### config.mk
export PLATFORM = sky130hd
export DESIGN_NAME = conv_frame_sequencer_flat
export DESIGN_NICKNAME = d
export VERILOG_FILES = /design/src/rtl/conv_frame_sequencer_if.sv /design/src/rtl/conv_frame_sequencer.sv /design/src/flat_wrapper.sv
export SDC_FILE = /design/constraint.sdc
export NUM_CORES = 1
export LEC_CHECK = 0
export CELL_PAD_IN_SITES_DETAIL_PLACEMENT = 0
export CELL_PAD_IN_SITES_GLOBAL_PLACEMENT = 1
export CORE_ASPECT_RATIO = 1.4
export CORE_MARGIN = 8
export CORE_UTILIZATION = 41
export DETAILED_ROUTE_END_ITERATION = 10
export PLACE_DENSITY = 0.94
export SLEW_MARGIN = 20
export SYNTH_ARGS = -nofsm -noshare
export SYNTH_HDL_FRONTEND = slang
export SYNTH_SLANG_ARGS = --single-unit
### constraint.sdc
create_clock -name aclk -period 3.12 [get_ports aclk]
set_input_delay 0.312 -clock aclk [delete_from_list [all_inputs] [get_ports aclk]]
set_output_delay 0.312 -clock aclk [all_outputs]
set_load 0.1 [all_outputs]
### src/rtl/conv_frame_sequencer_if.sv
// AXI-Stream handshake bundle for the convolution frame sequencer: pixel input (s_axis) and result output (m_axis).
// The slave modport is the sequencer's view; the master modport is the environment's view.
interface conv_frame_sequencer_if;
  logic s_axis_tvalid;
  logic s_axis_tready;
  logic s_axis_tlast;
  logic m_axis_tvalid;
  logic m_axis_tready;
  logic m_axis_tlast;

  modport slave (
    input  s_axis_tvalid, s_axis_tlast, m_axis_tready,
    output s_axis_tready, m_axis_tvalid, m_axis_tlast
  );

  modport master (
    output s_axis_tvalid, s_axis_tlast, m_axis_tready,
    input  s_axis_tready, m_axis_tvalid, m_axis_tlast
  );
endinterface

### src/rtl/conv_frame_sequencer.sv
// Frame-level controller for the 3x3 convolution datapath: counts row/col over the frame, drives the global
// pipeline enable, and carries valid/last tokens alongside the fixed-latency datapath to the output stream.
module conv_frame_sequencer #(
  parameter int IMG_W = 128,
  parameter int IMG_H = 128,
  parameter int COL_W = 7,
  parameter int ROW_W = 7,
  parameter int LAT   = 4
) (
  input  logic                  aclk,
  input  logic                  areset,
  input  logic                  start,
  output logic                  busy,
  output logic                  done,
  output logic                  frame_err,
  output logic                  pipe_en,
  output logic [COL_W-1:0]      lb_addr,
  output logic                  win_valid,
  conv_frame_sequencer_if.slave axis
);

  typedef enum logic [1:0] {S_IDLE, S_RUN, S_DRAIN, S_DONE} state_e;

  typedef struct packed {
    logic v;
    logic l;
  } tok_t;

  localparam logic [COL_W-1:0] COL_LAST = COL_W'(IMG_W - 1);
  localparam logic [ROW_W-1:0] ROW_LAST = ROW_W'(IMG_H - 1);
  localparam logic [COL_W-1:0] COL_TWO  = COL_W'(2);
  localparam logic [ROW_W-1:0] ROW_TWO  = ROW_W'(2);

  state_e               state_q, state_d;
  logic [COL_W-1:0]     col_q, col_d;
  logic [ROW_W-1:0]     row_q, row_d;
  logic                 frame_err_q, frame_err_d;
  tok_t [LAT-1:0]       tok_q, tok_d;

  logic adv;
  logic accept;
  logic last_pix;

  // Stall-the-world: everything freezes while a result is held at the output.
  always_comb begin
    adv       = !tok_q[LAT-1].v || axis.m_axis_tready;
    accept    = (state_q == S_RUN) && adv && axis.s_axis_tvalid;
    last_pix  = (row_q == ROW_LAST) && (col_q == COL_LAST);
    win_valid = accept && (row_q >= ROW_TWO) && (col_q >= COL_TWO);
  end

  // NOTE: every variable gets its default before the case so no path leaves one unassigned (no latches).
  always_comb begin
    state_d     = state_q;
    col_d       = col_q;
    row_d       = row_q;
    frame_err_d = frame_err_q;
    tok_d       = tok_q;
    pipe_en     = 1'b0;

    unique case (state_q)
      S_IDLE: begin
        if (start) begin
          state_d     = S_RUN;
          col_d       = '0;
          row_d       = '0;
          frame_err_d = 1'b0;
        end
      end
      S_RUN: begin
        pipe_en = accept;
        if (accept) begin
          if (axis.s_axis_tlast != last_pix) frame_err_d = 1'b1;
          if (col_q == COL_LAST) begin
            col_d = '0;
            if (last_pix) state_d = S_DRAIN;
            else          row_d   = row_q + 1'b1;
          end else begin
            col_d = col_q + 1'b1;
          end
        end
      end
      S_DRAIN: begin
        pipe_en = adv;
        if (tok_q[LAT-1].v && tok_q[LAT-1].l && axis.m_axis_tready) state_d = S_DONE;
      end
      S_DONE: state_d = S_IDLE;
      default: state_d = S_IDLE;
    endcase

    // Drain pushes empty tokens so the remaining results walk out behind the last pixel.
    if (pipe_en) begin
      tok_d[0] = (state_q == S_DRAIN) ? tok_t'('0) : tok_t'{v: win_valid, l: win_valid && last_pix};
      for (int i = 1; i < LAT; i++) tok_d[i] = tok_q[i-1];
    end
  end

  // NOTE: state registers use non-blocking assignments so all flops update together at the edge.
  // NOTE: the token pipe is reset because its valid bits drive m_axis_tvalid; stale tokens would leak out.
  always_ff @(posedge aclk) begin
    if (areset) begin
      state_q     <= S_IDLE;
      col_q       <= '0;
      row_q       <= '0;
      frame_err_q <= 1'b0;
      tok_q       <= '0;
    end else begin
      state_q     <= state_d;
      col_q       <= col_d;
      row_q       <= row_d;
      frame_err_q <= frame_err_d;
      tok_q       <= tok_d;
    end
  end

  assign axis.s_axis_tready = (state_q == S_RUN) && adv;
  assign axis.m_axis_tvalid = tok_q[LAT-1].v;
  assign axis.m_axis_tlast  = tok_q[LAT-1].v && tok_q[LAT-1].l;
  assign busy               = (state_q == S_RUN) || (state_q == S_DRAIN);
  assign done               = (state_q == S_DONE);
  assign frame_err          = frame_err_q;
  assign lb_addr            = col_q;

endmodule

### src/flat_wrapper.sv
// flat-port wrapper written by rule: the top's interface ports become plain ports
module conv_frame_sequencer_flat 
#(
  parameter int IMG_W = 128,
  parameter int IMG_H = 128,
  parameter int COL_W = 7,
  parameter int ROW_W = 7,
  parameter int LAT   = 4
)
  (aclk, areset, start, busy, done, frame_err, pipe_en, lb_addr, win_valid, axis_s_axis_tvalid, axis_s_axis_tlast, axis_m_axis_tready, axis_s_axis_tready, axis_m_axis_tvalid, axis_m_axis_tlast);
  conv_frame_sequencer_if axis_i ();
  input  logic aclk;
  input  logic areset;
  input  logic start;
  output logic busy;
  output logic done;
  output logic frame_err;
  output logic pipe_en;
  output logic [COL_W-1:0] lb_addr;
  output logic win_valid;
  input wire logic [$bits(axis_i.s_axis_tvalid)-1:0] axis_s_axis_tvalid;
  input wire logic [$bits(axis_i.s_axis_tlast)-1:0] axis_s_axis_tlast;
  input wire logic [$bits(axis_i.m_axis_tready)-1:0] axis_m_axis_tready;
  output wire logic [$bits(axis_i.s_axis_tready)-1:0] axis_s_axis_tready;
  output wire logic [$bits(axis_i.m_axis_tvalid)-1:0] axis_m_axis_tvalid;
  output wire logic [$bits(axis_i.m_axis_tlast)-1:0] axis_m_axis_tlast;
  assign axis_i.s_axis_tvalid = axis_s_axis_tvalid;
  assign axis_i.s_axis_tlast = axis_s_axis_tlast;
  assign axis_i.m_axis_tready = axis_m_axis_tready;
  assign axis_s_axis_tready = axis_i.s_axis_tready;
  assign axis_m_axis_tvalid = axis_i.m_axis_tvalid;
  assign axis_m_axis_tlast = axis_i.m_axis_tlast;
  conv_frame_sequencer #(.IMG_W(IMG_W), .IMG_H(IMG_H), .COL_W(COL_W), .ROW_W(ROW_W), .LAT(LAT)) u_core (.aclk(aclk), .areset(areset), .start(start), .busy(busy), .done(done), .frame_err(frame_err), .pipe_en(pipe_en), .lb_addr(lb_addr), .win_valid(win_valid), .axis(axis_i));
endmodule
==> results of run 1 <==
cell families (layout without fill, tap and decap cells):
group                    count (synthesis)  after routing  share of synthesized area (%)
XOR/XNOR                                 4              4                           2.67
AND/OR/NAND/NOR                         80             80                           30.4
flip-flops                              25             25                           38.2
buffers and inverters                    8             30                           2.39
adder cells (fa/ha/maj)                  8              8                           7.64
AO/OA/AOI/OAI                           37             37                           18.7
per-stage QoR:
stage          power [mW]  setup WS [ns]  hold slack, ns
2_1_floorplan       0.935          0.115           0.381
3_3_place_gp         1.08          0.988           0.435
3_5_place_dp         1.09          0.882           0.449
4_1_cts              1.29          0.636           0.463
5_1_grt              1.36          0.521           0.480
6_report             1.28          0.638           0.460
final timing paths:
kind                                                      to  slack (ns)
worst min register to register  u_core.tok_q[0]$_SDFFE_PP0P_        0.46
worst min-delay path            u_core.tok_q[0]$_SDFFE_PP0P_        0.46
worst max-delay path                                 pipe_en        0.64
worst max register to register  u_core.row_q[3]$_SDFFE_PP0P_        0.84
worst reg2reg max path, stage by stage (launching register included):
cell and delay (ns):
dfxtp_1 0.34, inv_1 0.10, ha_1 0.42, and2_1 0.26
a21o_1 0.20, nand2_1 0.19, or4_1 0.56, a21oi_1 0.15
cell usage after synthesis (all sizes together) (2+ instances only):
master  count
xor2        2
o211ai      2
a31oi       4
dfxtp      25
nand4       5
nor3        4
nand2b      2
and2        4
ha          8
or2         2
nor4        5
clkbuf      2
o21a        2
a31o        2
nor2b       2
inv         4
o21ai       2
nor2       10
xnor2       2
a21oi      16
a21o        3
nand2      29
nand3       9
or4         4
state kept, by name, indices dropped and copies added (netlist names):
| signal | count |
|---|---|
| u_core.lb_addr | 7 |
| u_core.row_q | 7 |
| u_core.tok_q | 7 |
| u_core.state_q | 2 |
| u_core.axis.m_axis_tvalid | 1 |
| u_core.frame_err | 1 |
power by group through the flow:
stage                     sequential (mW)  clock, mW  combinational (mW)
after global placement              0.373          0               0.704
after floorplan                     0.464          0               0.470
after CTS                           0.369      0.201               0.719
final                               0.368      0.196               0.716
after global routing                0.373      0.216               0.767
after detailed placement            0.376          0               0.718
layer usage:
metal / GRT usage, % / up-vias
met3: 2.96 / 6
li1: - / 633
met2: 21.5 / 33
met1: 13.7 / 597
met5: 0 / -
met4: 5.50 / 0
layout make-up:
cell class | instances | area, µm²
flip-flops and latches | 25 | 500
inverters | 5 | 18.8
clock inverters | 1 | 7.51
repair buffers | 21 | 180
multi-input cells | 129 | 783
clock buffers | 3 | 41.3
well taps | 39 | 48.8
fillers | 298 | 1510
==> summary.txt, run 1 <==
most frequent cells in the layout - nand2_1, dfxtp_1, a21oi_1, buf_4, nor2_1
combinational share of power - 55.9%
CTS Hold Buffers Added - 0
Top Layer Used - met4
RSZ-0062 raised after global routing - no
register bit total from synthesis - 25
placed inst area - 1530 µm²
area grow syn2layout - 20.6%
Pint - 0.607 mW
TritonCTS clock tree - yes
register area share after synthesis - 38.2%
wire length per cell - 14.8 µm
post-synth cell types - 37
status - completed
EDFF count, synth - 0
row count - 24
FF-to-FF path depth - 7
Setup crit start - u_core.state_q[1]$_SDFFE_PP0P_
Routed Antenna Nets - 0
Crit. End Element - output pin
largest net degree at the start of global routing - 16
family with the most delay on the worst path - buffers and inverters
diode count - 0
design area - 1580 µm²
PostCTS Resize Cnt - 0
core area - 3090 µm²
Syn Area/Cell - 8.09 µm²
min-delay worst type - reg2reg
Inserted Clock Buffers - 3
DIE WIDTH - 63.8 µm
DIE AREA - 5290 µm²
WL final - 3300 µm
Slew Limit Headroom - 34.9%
fmax - 0.403 GHz
Tightest Pin Transition - 0.973 ns
Post-Syn Area - 1310 µm²
peak supply drop - 0.000494 V
Worst Path Arrival - 2.17 ns
gr ovfl total - 0
placed insts - 219
final count of pins violating max slew - 0
H-tree depth - 1
vias in the first global route - 1226
RD Place Congestion - 0.889
Yosys top cell area share - 38.2%
DRT iter0 DRCs - 99
metal2 WL - 1660 µm
Setup TNS - 0 ns
Sw Ratio - 52.6%
CP Depth - 7
syn_nets - 176
ratio of final minimum period to clock period - 79.5%
reg2reg start - u_core.state_q[1]$_SDFFE_PP0P_
clock slew seen by the registers of the worst setup and hold paths - 0.09 ns
I/O pins - 21
crit path max-delay cell type - dfxtp_1
Startpoint Class - flop
share of layout cells above drive strength 1 - 12.0%
final worst path period need - 2.48 ns
max-cap violation count - 0
GRT Total Usage - 12.4%
# nets final - 199
IO buf count - 20
ys async rst share - 0%
via/cell ratio - 5.69
Worst EP required - 2.81 ns
WL met3 - 170 µm
Synthesis Warnings - 0
drt pass-1 iters - 4
Clock Tree Buf Depth - 2
prevailing post-synth register cell - dfxtp_1
critical path peak fanout - 12
antenna violations before repair - 0
Syn Inst Count - 162
worst setup path category - reg2out
CTS root buffer - clkbuf_8
power per standard cell area - 810 nW/µm²
commonest non-fill, non-tap cell in the layout - nand2_1
CTS sink cnt - 25
Post-Layout Cell Count - 223
initial core utilization - 42.4%
Area contributors post-synth - dfxtp_1, nand2_1, ha_1
post-layout util - 51.1%
post-CTS setup buffers - 0
WL met1 - 1400 µm
Worst-Skew Late Latency - 0.27 ns
delay of the slowest critical-path stage - 0.37 ns
Hold Path Origin - u_core.tok_q[0]$_SDFFE_PP0P_
Buf/Inv on CP - 4
first-pass GRT wire length - 5560 µm
final-report hold violation count - 0
Seq pwr share - 28.8%
area leader, netlist - dfxtp_1
DRC viols - 0
Critical Path Most Common Cell - buf_4
Clock Skew - 0.00172 ns
clock network fraction of total power - 15.3%
DP HPWL - 2570 µm
Vias - 1269
leakage - 0.575 nW
P_sw - 0.673 mW
Die Span Y - 82.9 µm
WHS Path Cells - 2
Final Setup Violations - 0
worst path cell trace - inv_1, ha_1, and2_1, o211ai_1, buf_4, clkinv_1, buf_4
(Power assumes the default switching activity.)
==> inputs of run 2 (changes only) <==
--- a/config.mk
+++ b/config.mk
@@ -9,9 +9,9 @@
 export CELL_PAD_IN_SITES_GLOBAL_PLACEMENT = 1
 export CORE_ASPECT_RATIO = 1.4
 export CORE_MARGIN = 8
-export CORE_UTILIZATION = 41
+export CORE_UTILIZATION = 38
 export DETAILED_ROUTE_END_ITERATION = 10
-export PLACE_DENSITY = 0.94
+export PLACE_DENSITY = 0.89
 export SLEW_MARGIN = 20
 export SYNTH_ARGS = -nofsm -noshare
 export SYNTH_HDL_FRONTEND = slang
==> constraint.sdc (replaced) <==
create_clock -name aclk -period 2.3 [get_ports aclk]
set_input_delay 0.23 -clock aclk [delete_from_list [all_inputs] [get_ports aclk]]
set_output_delay 0.23 -clock aclk [all_outputs]
set_load 0.1 [all_outputs]
==> summary.txt, run 2 (same netlist as run 1, synthesis figures left out) <==
status - completed (unchanged)
Buf/Inv on CP - 3 (was 4)
total power - 1.82 mW (was 1.28 mW)
delay of the slowest critical-path stage - 0.44 ns (was 0.37 ns)
IO buf count - 20 (unchanged)
vias in the first global route - 1258 (was 1226)
row count - 25 (was 24)
combinational share of power - 57.9% (was 55.9%)
gr ovfl total - 0 (unchanged)
commonest non-fill, non-tap cell in the layout - nand2_1 (unchanged)
# nets final - 204 (was 199)
max-cap violation count - 0 (unchanged)
post-layout util - 49.8% (was 51.1%)
family with the most delay on the worst path - simple AND/OR/NAND/NOR gates (was buffers and inverters)
Routed Antenna Nets - 0 (unchanged)
first-pass GRT wire length - 5380 µm (was 5560 µm)
initial core utilization - 39.1% (was 42.4%)
core area - 3350 µm² (was 3090 µm²)
Startpoint Class - flop (unchanged)
wire length per cell - 14.5 µm (was 14.8 µm)
via/cell ratio - 5.68 (was 5.69)
fmax - 0.454 GHz
I/O pins - 21 (unchanged)
worst setup path category - reg2out (unchanged)
Clock Tree Buf Depth - 2 (unchanged)
Seq pwr share - 27.6% (was 28.8%)
CTS root buffer - clkbuf_8 (unchanged)
Filler cells - 302 (was 298)
Slew Limit Headroom - 65.5% (was 34.9%)
worst path cell trace - inv_1, ha_1, or4_1, nor4_1, buf_4, nor3_4, buf_12 (was inv_1, ha_1, and2_1, o211ai_1, buf_4, clkinv_1, buf_4)
ratio of final minimum period to clock period - 95.8%
minimum hold slack - 0.461 ns (was 0.460 ns)
final count of pins violating max slew - 0 (unchanged)
DRC viols - 0 (unchanged)
Worst-Skew Late Latency - 0.27 ns (about the same)
H-tree depth - 1 (unchanged)
Pint - 0.891 mW (was 0.607 mW)
diode count - 0 (unchanged)
clock network fraction of total power - 14.4% (was 15.3%)
Worst EP required - 2.07 ns (was 2.81 ns)
DRT iter0 DRCs - 114 (was 99)
final-report hold violation count - 0 (unchanged)
P_sw - 0.925 mW (was 0.673 mW)
TritonCTS clock tree - yes (unchanged)
DIE WIDTH - 65.6 µm (was 63.8 µm)
area of the multi-input gates - 792 µm² (was 783 µm²)
antenna violations before repair - 0 (unchanged)
most frequent cells in the layout - nand2_1, buf_4, dfxtp_1, a21oi_1, nor2_1 (was nand2_1, dfxtp_1, a21oi_1, buf_4, nor2_1)
RSZ-0062 raised after global routing - no (unchanged)
post-CTS setup buffers - 0 (unchanged)
min-delay worst type - reg2reg (unchanged)
WL final - 3310 µm (was 3300 µm)
PostCTS Resize Cnt - 0 (unchanged)
CTS Hold Buffers Added - 0 (unchanged)
DP HPWL - 2600 µm (was 2570 µm)
GRT Total Usage - 11.7% (was 12.4%)
power per standard cell area - 1090 nW/µm² (was 810 nW/µm²)
critical path peak fanout - 6 (was 12)
share of layout cells above drive strength 1 - 21.7% (was 12.0%)
crit path max-delay cell type - dfxtp_1 (unchanged)
placed inst area - 1620 µm² (was 1530 µm²)
Sequential Area - 510 µm² (was 500 µm²)
DIE AREA - 5610 µm² (was 5290 µm²)
Sw Ratio - 50.9% (was 52.6%)
Crit. End Element - output pin (unchanged)
area grow syn2layout - 27.2% (was 20.6%)
Final Setup Violations - 0 (unchanged)
design area - 1670 µm² (was 1580 µm²)
Die Span Y - 85.5 µm (was 82.9 µm)
Inserted Clock Buffers - 3 (unchanged)
drt pass-1 iters - 4 (unchanged)
peak supply drop - 0.000872 V (was 0.000494 V)
Worst Path Arrival - 1.97 ns (was 2.17 ns)
Vias - 1300 (was 1269)
largest net degree at the start of global routing - 16 (unchanged)
clock slew seen by the registers of the worst setup and hold paths - 0.09 ns (about the same)
final worst path period need - 2.20 ns
Clock Skew - 0.00388 ns (was 0.00172 ns)
Tightest Pin Transition - 0.513 ns (was 0.973 ns)
CTS sink cnt - 25 (unchanged)
RD Place Congestion - 0.902 (was 0.889)
leakage - 0.633 nW (was 0.575 nW)
run 2: cell types whose count changed in the layout (fill, tap and decap cells not counted), moves of 3 or more:
cell and delta:
clkdlybuf4s50_1 -4, buf_4 +6, dfxtp_2 +8, buf_12 +3
dfxtp_1 -8
run 2: area by class of cell:
cell class                 instances  area share, %
inverter                           5           1.20
multi-input combinational        129           47.5
tap                               40           3.00
clock inverter                     1          0.450
clock buffer                       3           2.48
timing repair buffer              26           14.7
sequential                        25           30.6
run 2: metrics by stage:
stage | TNS, ns | setup slack, ns | cells
after floorplan | -0.00438 | -0.00438 | 162
after global placement | 0 | 0.267 | 225
after detailed placement | 0 | 0.260 | 225
after CTS | 0 | 0.122 | 229
after global routing | 0 | 0.0372 | 229
final | 0 | 0.0965 | 229
run 2: final timing paths:
path,end,slack (ns),depth (start not counted),from
worst min register to register,u_core.tok_q[1]$_SDFFE_PP0P_,0.46,2,u_core.tok_q[1]$_SDFFE_PP0P_
worst max register to register,u_core.state_q[0]$_SDFFE_PP0P_,0.20,6,u_core.lb_addr[1]$_SDFFE_PP0P_
worst min-delay path,u_core.tok_q[1]$_SDFFE_PP0P_,0.46,2,u_core.tok_q[1]$_SDFFE_PP0P_
worst max-delay path,win_valid,0.1,7,u_core.row_q[0]$_SDFFE_PP0P_
run 2: worst reg2reg max path, delay by kind of cell, from the launching register on:
kind | cells | cell delay, ns
DFF | 1 | 0.40
adders and majority gates | 1 | 0.23
and+or+nand+nor | 4 | 0.84
AOI/OAI and AO/OA | 1 | 0.52
run 2: per-layer routing:
layer	share of wire, %	GRT usage [%]
met5	0	0
met4	3.1	6.37
met3	7.7	2.37
met2	49	20.5
met1	40	12.5
run 2: power by group through the flow:
stage	combinational (mW)	clock (mW)	sequential [mW]
after floorplan	0.653	0	0.632
after global placement	1.03	0	0.509
after detailed placement	1.05	0	0.512
after CTS	1.05	0.270	0.502
after global routing	1.12	0.287	0.509
final	1.05	0.262	0.501
